--- src/rtl/imem_boot_loader_pkg.sv ---
// Shared definitions for the IMem boot loader: FSM states, error codes and helpers.
package mips_boot_pkg;

    typedef enum logic [2:0] {
        StIdle,
        StLenHi,
        StLenLo,
        StPayload,
        StCheck,
        StDone,
        StError
    } state_e;

    localparam logic [1:0] ERR_NONE     = 2'd0;
    localparam logic [1:0] ERR_LEN_ZERO = 2'd1;
    localparam logic [1:0] ERR_LEN_OVF  = 2'd2;
    localparam logic [1:0] ERR_CKSUM    = 2'd3;

    // States in which the loader is consuming the byte stream.
    function automatic logic is_busy(state_e s);
        return (s == StLenHi) || (s == StLenLo) || (s == StPayload) || (s == StCheck);
    endfunction

endpackage

--- src/rtl/imem_boot_loader_if.sv ---
// Host byte link, IMem write port and status signals of the boot loader.
interface imem_boot_loader_if #(
    parameter int unsigned ADDR_WIDTH = 10
);
    logic                  start;
    logic                  rx_valid;
    logic [7:0]            rx_data;
    logic                  rx_ready;
    logic                  imem_we;
    logic [ADDR_WIDTH-1:0] imem_addr;
    logic [31:0]           imem_wdata;
    logic                  cpu_rst;
    logic                  busy;
    logic                  done;
    logic                  error;
    logic [1:0]            err_code;

    modport master (
        output start, rx_valid, rx_data,
        input  rx_ready, imem_we, imem_addr, imem_wdata, cpu_rst, busy, done, error, err_code
    );

    modport slave (
        input  start, rx_valid, rx_data,
        output rx_ready, imem_we, imem_addr, imem_wdata, cpu_rst, busy, done, error, err_code
    );
endinterface

--- src/rtl/imem_boot_loader_word_packer.sv ---
// Packs a big-endian byte stream into 32-bit words; word_valid fires with every 4th byte.
module boot_word_packer (
    input  logic        CLK,
    input  logic        RST,
    input  logic        i_clear,
    input  logic        i_valid,
    input  logic [7:0]  i_byte,
    output logic        o_word_valid,
    output logic [31:0] o_word
);
    logic [23:0] r_shift;
    logic [1:0]  r_cnt;

    always_ff @(posedge CLK) begin
        if (RST || i_clear) begin
            r_shift <= '0;
            r_cnt   <= '0;
        end else if (i_valid) begin
            r_shift <= {r_shift[15:0], i_byte};
            r_cnt   <= r_cnt + 2'd1;
        end
    end

    assign o_word_valid = i_valid && (r_cnt == 2'd3);
    assign o_word       = {r_shift, i_byte};

endmodule

--- src/rtl/imem_boot_loader.sv ---
// Loads a length/payload/checksum byte stream into IMem, then releases the MIPS core reset.
module imem_boot_loader
    import mips_boot_pkg::*;
#(
    parameter int unsigned ADDR_WIDTH = 10,
    parameter int unsigned BASE_ADDR  = 0
) (
    input  logic               CLK,
    input  logic               RST,
    imem_boot_loader_if.slave  bus
);
    localparam int unsigned MAX_WORDS = 32'd1 << ADDR_WIDTH;

    state_e                r_state, w_state_next;
    logic [1:0]            r_err_code, w_err_next;
    logic [7:0]            r_len_hi;
    logic [15:0]           r_len;
    logic [15:0]           r_words;
    logic [7:0]            r_sum;
    logic                  r_rx_ready, r_we, r_cpu_rst, r_busy, r_done, r_error;
    logic [ADDR_WIDTH-1:0] r_addr;
    logic [31:0]           r_wdata;

    logic                  w_hs, w_start_acc, w_pack_valid, w_word_valid;
    logic [15:0]           w_len;
    logic [31:0]           w_word;

    assign w_hs         = bus.rx_valid & r_rx_ready;
    assign w_start_acc  = bus.start &
                          ((r_state == StIdle) || (r_state == StDone) || (r_state == StError));
    assign w_len        = {r_len_hi, bus.rx_data};
    assign w_pack_valid = w_hs && (r_state == StPayload);

    boot_word_packer u_packer (
        .CLK          (CLK),
        .RST          (RST),
        .i_clear      (w_start_acc),
        .i_valid      (w_pack_valid),
        .i_byte       (bus.rx_data),
        .o_word_valid (w_word_valid),
        .o_word       (w_word)
    );

    always_comb begin
        w_state_next = r_state;
        w_err_next   = r_err_code;
        case (r_state)
            StIdle, StDone, StError: begin
                if (w_start_acc) begin
                    w_state_next = StLenHi;
                    w_err_next   = ERR_NONE;
                end
            end
            StLenHi: if (w_hs) w_state_next = StLenLo;
            StLenLo: begin
                if (w_hs) begin
                    if (w_len == 16'd0) begin
                        w_state_next = StError;
                        w_err_next   = ERR_LEN_ZERO;
                    end else if (32'(w_len) > MAX_WORDS) begin
                        w_state_next = StError;
                        w_err_next   = ERR_LEN_OVF;
                    end else begin
                        w_state_next = StPayload;
                    end
                end
            end
            StPayload: begin
                if (w_word_valid && (r_words == r_len - 16'd1)) w_state_next = StCheck;
            end
            StCheck: begin
                if (w_hs) begin
                    if (bus.rx_data == r_sum) begin
                        w_state_next = StDone;
                    end else begin
                        w_state_next = StError;
                        w_err_next   = ERR_CKSUM;
                    end
                end
            end
            default: w_state_next = StIdle;
        endcase
    end

    // Status outputs are registered from the next state so they line up with r_state.
    always_ff @(posedge CLK) begin
        if (RST) begin
            r_state    <= StIdle;
            r_err_code <= ERR_NONE;
            r_len_hi   <= '0;
            r_len      <= '0;
            r_words    <= '0;
            r_sum      <= '0;
            r_rx_ready <= 1'b0;
            r_we       <= 1'b0;
            r_cpu_rst  <= 1'b1;
            r_busy     <= 1'b0;
            r_done     <= 1'b0;
            r_error    <= 1'b0;
            r_addr     <= ADDR_WIDTH'(BASE_ADDR);
            r_wdata    <= '0;
        end else begin
            r_state    <= w_state_next;
            r_err_code <= w_err_next;
            r_rx_ready <= is_busy(w_state_next);
            r_busy     <= is_busy(w_state_next);
            r_done     <= (w_state_next == StDone);
            r_error    <= (w_state_next == StError);
            r_cpu_rst  <= (w_state_next != StDone);
            r_we       <= w_word_valid;
            if (w_hs && (r_state == StLenHi)) r_len_hi <= bus.rx_data;
            if (w_hs && (r_state == StLenLo)) r_len <= w_len;
            if (w_pack_valid) r_sum <= r_sum + bus.rx_data;
            if (w_word_valid) begin
                r_addr  <= ADDR_WIDTH'(BASE_ADDR + 32'(r_words));
                r_wdata <= w_word;
                r_words <= r_words + 16'd1;
            end
            if (w_start_acc) begin
                r_words <= '0;
                r_sum   <= '0;
            end
        end
    end

    assign bus.rx_ready   = r_rx_ready;
    assign bus.imem_we    = r_we;
    assign bus.imem_addr  = r_addr;
    assign bus.imem_wdata = r_wdata;
    assign bus.cpu_rst    = r_cpu_rst;
    assign bus.busy       = r_busy;
    assign bus.done       = r_done;
    assign bus.error      = r_error;
    assign bus.err_code   = r_err_code;

endmodule
--- src/flat_wrapper.sv ---
// flat-port wrapper written by rule: the top's interface ports become plain ports
module imem_boot_loader_flat import mips_boot_pkg::*;
#(
    parameter int unsigned ADDR_WIDTH = 10,
    parameter int unsigned BASE_ADDR  = 0
)
  (CLK, RST, bus_start, bus_rx_valid, bus_rx_data, bus_rx_ready, bus_imem_we, bus_imem_addr, bus_imem_wdata, bus_cpu_rst, bus_busy, bus_done, bus_error, bus_err_code);
  imem_boot_loader_if #(.ADDR_WIDTH(ADDR_WIDTH)) bus_i ();
  input  logic CLK;
  input  logic RST;
  input wire logic [$bits(bus_i.start)-1:0] bus_start;
  input wire logic [$bits(bus_i.rx_valid)-1:0] bus_rx_valid;
  input wire logic [$bits(bus_i.rx_data)-1:0] bus_rx_data;
  output wire logic [$bits(bus_i.rx_ready)-1:0] bus_rx_ready;
  output wire logic [$bits(bus_i.imem_we)-1:0] bus_imem_we;
  output wire logic [$bits(bus_i.imem_addr)-1:0] bus_imem_addr;
  output wire logic [$bits(bus_i.imem_wdata)-1:0] bus_imem_wdata;
  output wire logic [$bits(bus_i.cpu_rst)-1:0] bus_cpu_rst;
  output wire logic [$bits(bus_i.busy)-1:0] bus_busy;
  output wire logic [$bits(bus_i.done)-1:0] bus_done;
  output wire logic [$bits(bus_i.error)-1:0] bus_error;
  output wire logic [$bits(bus_i.err_code)-1:0] bus_err_code;
  assign bus_i.start = bus_start;
  assign bus_i.rx_valid = bus_rx_valid;
  assign bus_i.rx_data = bus_rx_data;
  assign bus_rx_ready = bus_i.rx_ready;
  assign bus_imem_we = bus_i.imem_we;
  assign bus_imem_addr = bus_i.imem_addr;
  assign bus_imem_wdata = bus_i.imem_wdata;
  assign bus_cpu_rst = bus_i.cpu_rst;
  assign bus_busy = bus_i.busy;
  assign bus_done = bus_i.done;
  assign bus_error = bus_i.error;
  assign bus_err_code = bus_i.err_code;
  imem_boot_loader #(.ADDR_WIDTH(ADDR_WIDTH), .BASE_ADDR(BASE_ADDR)) u_core (.CLK(CLK), .RST(RST), .bus(bus_i));
endmodule
--- config.mk ---
export PLATFORM = sky130hd
export DESIGN_NAME = imem_boot_loader_flat
export DESIGN_NICKNAME = d
export VERILOG_FILES = /design/src/rtl/imem_boot_loader_pkg.sv /design/src/rtl/imem_boot_loader_if.sv /design/src/rtl/imem_boot_loader_word_packer.sv /design/src/rtl/imem_boot_loader.sv /design/src/flat_wrapper.sv
export SDC_FILE = /design/constraint.sdc
export NUM_CORES = 1
export LEC_CHECK = 0
export BUFFER_PORTS_ARGS = -buffer_cell sky130_fd_sc_hd__clkbuf_2
export CAP_MARGIN = 20
export CORE_MARGIN = 1
export CORE_UTILIZATION = 57
export CTS_CLUSTER_DIAMETER = 80
export DETAILED_ROUTE_END_ITERATION = 8
export MAX_ROUTING_LAYER = met4
export PLACE_DENSITY = 0.78
export SETUP_SLACK_MARGIN = 0.3
export SLEW_MARGIN = 20
export SYNTH_ARGS = -nofsm -noshare
export SYNTH_HDL_FRONTEND = slang
export SYNTH_SLANG_ARGS = --single-unit
--- constraint.sdc ---
create_clock -name CLK -period 5.1 [get_ports CLK]
set_input_delay 0.51 -clock CLK [delete_from_list [all_inputs] [get_ports CLK]]
set_output_delay 0.51 -clock CLK [all_outputs]
set_load 0.02 [all_outputs]
==> metrics <==
RSZ-0062 raised after global routing no; Syn Std Cell Area 5540 sq um; largest net degree at the start of global routing 78; Max-Cap Viols 0; endpoint class of the critical path flip-flop; Cell Pwr Density 355 nW/um^2; Setup WS post-layout 2.11 ns; most used cell, CP nand3_1; via density per instance 5.57; TritonCTS clock tree built; Switching Fraction 22.9%; leakage 2.44 nW; cell count after synthesis 698; Top Family by Delay on Critical Path simple AND/OR/NAND/NOR gates; hold depth 3; CTS Root Cell clkbuf_8; Worst-Margin Slew 0.828 ns; CP bufs+invs 1; pre-CTS setup slack 2.02 ns; Period Utilization, post-route 58.5%; endpoints failing hold 0; Routed WL 12700 microns; Area Growth Syn to Fin 17.4%; Final nets 764; RD Place Congestion 0.862; core area 9330 sq um; slowest stage delay, CP 0.61 ns; main area contributors after synthesis dfxtp_1, nand2_1, a21oi_1; number of cells on the critical path 8; initial antenna violation count 0; cts hold-fix bufs 0; Sw Pwr 0.528 mW; total number of H-tree levels 4; DR iter-0 viols 412; CP required 5.53 ns; # port buffers 61; number of flops mapped to enable cells by yosys 0; vias in the first global route 4631; ys flop type dfxtp_1; cell taking the most area after synthesis dfxtp_1; Vias 4914; Worst Setup Start Kind flip-flop; drt wl/cell 14.4 microns; die span in x 101 microns; DRC Markers 0; GR Overflow Total 0; most frequent cell after synthesis nand2_1; Reg power frac 43.1%; clock share of power 53.3%; Comb power frac 3.6%; Final Core Density 69.8%; Peak VDD IR 274 uV; flops & latches, synth 126; clk sinks 126; status finished clean; detailed placer's ending HPWL 8140 microns; Async SR Flop Fraction 0%; CTS buffer count 17; post-layout min period 2.99 ns; Hold WC Path Type input port to flip-flop; clock transition at the registers of the reported paths 0.06 ns; Setup Buffers After CTS 0; final setup violation count 0; Die ar. 10100 sq um; I/O Pins 62; Synth top area share 45.5%; final slew viol count 0; synth unique cells 52; share of the yosys chip area belonging to registers 45.5%; antenna fix cells 0; Max-slew headroom 44.8%; slowest CP cell dfxtp_1; clk_lat worst skew 0.52 ns; Worst Path Arrival 3.41 ns; CP Cell Sequence nand3_1 > nor2_4 > buf_4 > nand3_1 > a211oi_1 > nand3_2 > or4b_4 > a2111oi_4; row count 35; TritonRoute pass-1 iters 5; # resized after CTS 0; syn_nets 721; Clock Skew 0.00800 ns; synth cell count leaders nand2_1, dfxtp_1, a21oi_1; P_int 1.78 mW; kind of critical path flip-flop to flip-flop; first-pass GRT wire length 21500 microns; worst r2r path cells 8; Fmax 335 MHz; GR Util All Layers 28.2%; Initial Util 59.4%; Ys Warns 0; CP max FO 50; Avg Cell Area, Syn 7.94 sq um; DRT antenna net count 0; Fin Setup TNS 0 ns; clock tree buffer depth 2; Die Y 101 microns; share of cells above drive strength 1 14.5%
-- path summary, 6_finish.rpt --
| path | startpoint | end | slack, ns |
|---|---|---|---|
| setup / recovery | u_core.r_state[0] | u_core.bus.error | 2.11 |
| hold / removal | bus_rx_data[3] | u_core.bus.imem_wdata[3] | 0.32 |
| setup reg to reg | u_core.r_state[0] | u_core.bus.error | 2.11 |
| hold reg to reg | u_core.bus.imem_wdata[16] | u_core.bus.imem_wdata[16] | 0.46 |
-- cell families after synthesis --
family / Yosys count / share of synthesized area, %
AOI/OAI and AO/OA: 143 / 15.2
xor gates and xnor gates: 40 / 6.32
adders and majority gates: 12 / 2.80
buffers and inverters: 51 / 3.57
DFF: 126 / 45.5
muxes: 12 / 2.17
and+or+nand+nor: 314 / 24.5
-- power groups by stage --
| stage | Clock [mW] | Sequential, mW | Combinational [mW] |
|---|---|---|---|
| after floorplan | 0 | 1.02 | 0.0595 |
| after global placement | 0 | 1.02 | 0.0813 |
| after detailed placement | 0 | 1.02 | 0.0826 |
| after CTS | 1.24 | 0.996 | 0.0832 |
| after global routing | 1.29 | 0.997 | 0.0915 |
| final | 1.23 | 0.997 | 0.0840 |
-- layer usage --
| metal | track usage, % | routed length, microns |
|---|---|---|
| met1 | 34.0 | 5590 |
| met2 | 46.4 | 6240 |
| met3 | 5.41 | 708 |
| met4 | 11.6 | 188 |
| met5 | - | 0 |
-- layout by cell type (no fill, tap or decap), types with 7 or more instances in the layout --
cell,count
nand2_1,198
dfxtp_1,126
a21oi_1,102
clkbuf_2,61
nor2_1,47
xor2_1,23
xnor2_1,17
clkbuf_16,16
o21ai_0,12
mux2i_1,12
nor3_1,11
nand3_1,10
ha_1,10
inv_1,8
nand4_1,8
nor4_1,8
and3_1,7
-- worst register-to-register path: stages, from the launching register on --
cell,delay (ns)
dfxtp_1,0.61
nand3_1,0.22
nor2_4,0.12
buf_4,0.43
nand3_1,0.15
a211oi_1,0.37
nand3_2,0.12
or4b_4,0.54
a2111oi_4,0.34
-- metrics by stage --
stage                     total power [mW]  instances  hold WS (ns)  cell area (sq um)
final                                 2.31        883         0.319               6510
after global placement                1.10        851         0.442               5890
after CTS                             2.32        883         0.302               6500
after floorplan                       1.07        698         0.432               5540
after global routing                  2.38        883         0.326               6510
after detailed placement              1.10        851         0.447               5890
-- layout make-up --
class / instances / area (sq um)
Tap cell: 129 / 161
Fill cell: 736 / 2820
Timing Repair Buffer: 67 / 350
Sequential cell: 126 / 2520
Clock buffer: 19 / 432
Clock inverter: 13 / 179
Multi-Input combinational cell: 521 / 2830
Inverter: 8 / 30.0
-- state kept, by name, summed over array words and instances, names as in the netlist --
name,count
u_core.bus.imem_we,1
u_core.r_len_hi,8
u_core.bus.done,1
u_core.u_packer.r_cnt,2
u_core.r_state,3
u_core.u_packer.r_shift,24
u_core.bus.cpu_rst,1
u_core.r_words,16
u_core.bus.imem_addr,10
u_core.bus.busy,1
u_core.r_len,16
u_core.r_sum,8
u_core.bus.imem_wdata,32
u_core.bus.error,1
u_core.bus.err_code,2
Note: power is estimated with default switching activity, not from simulation.
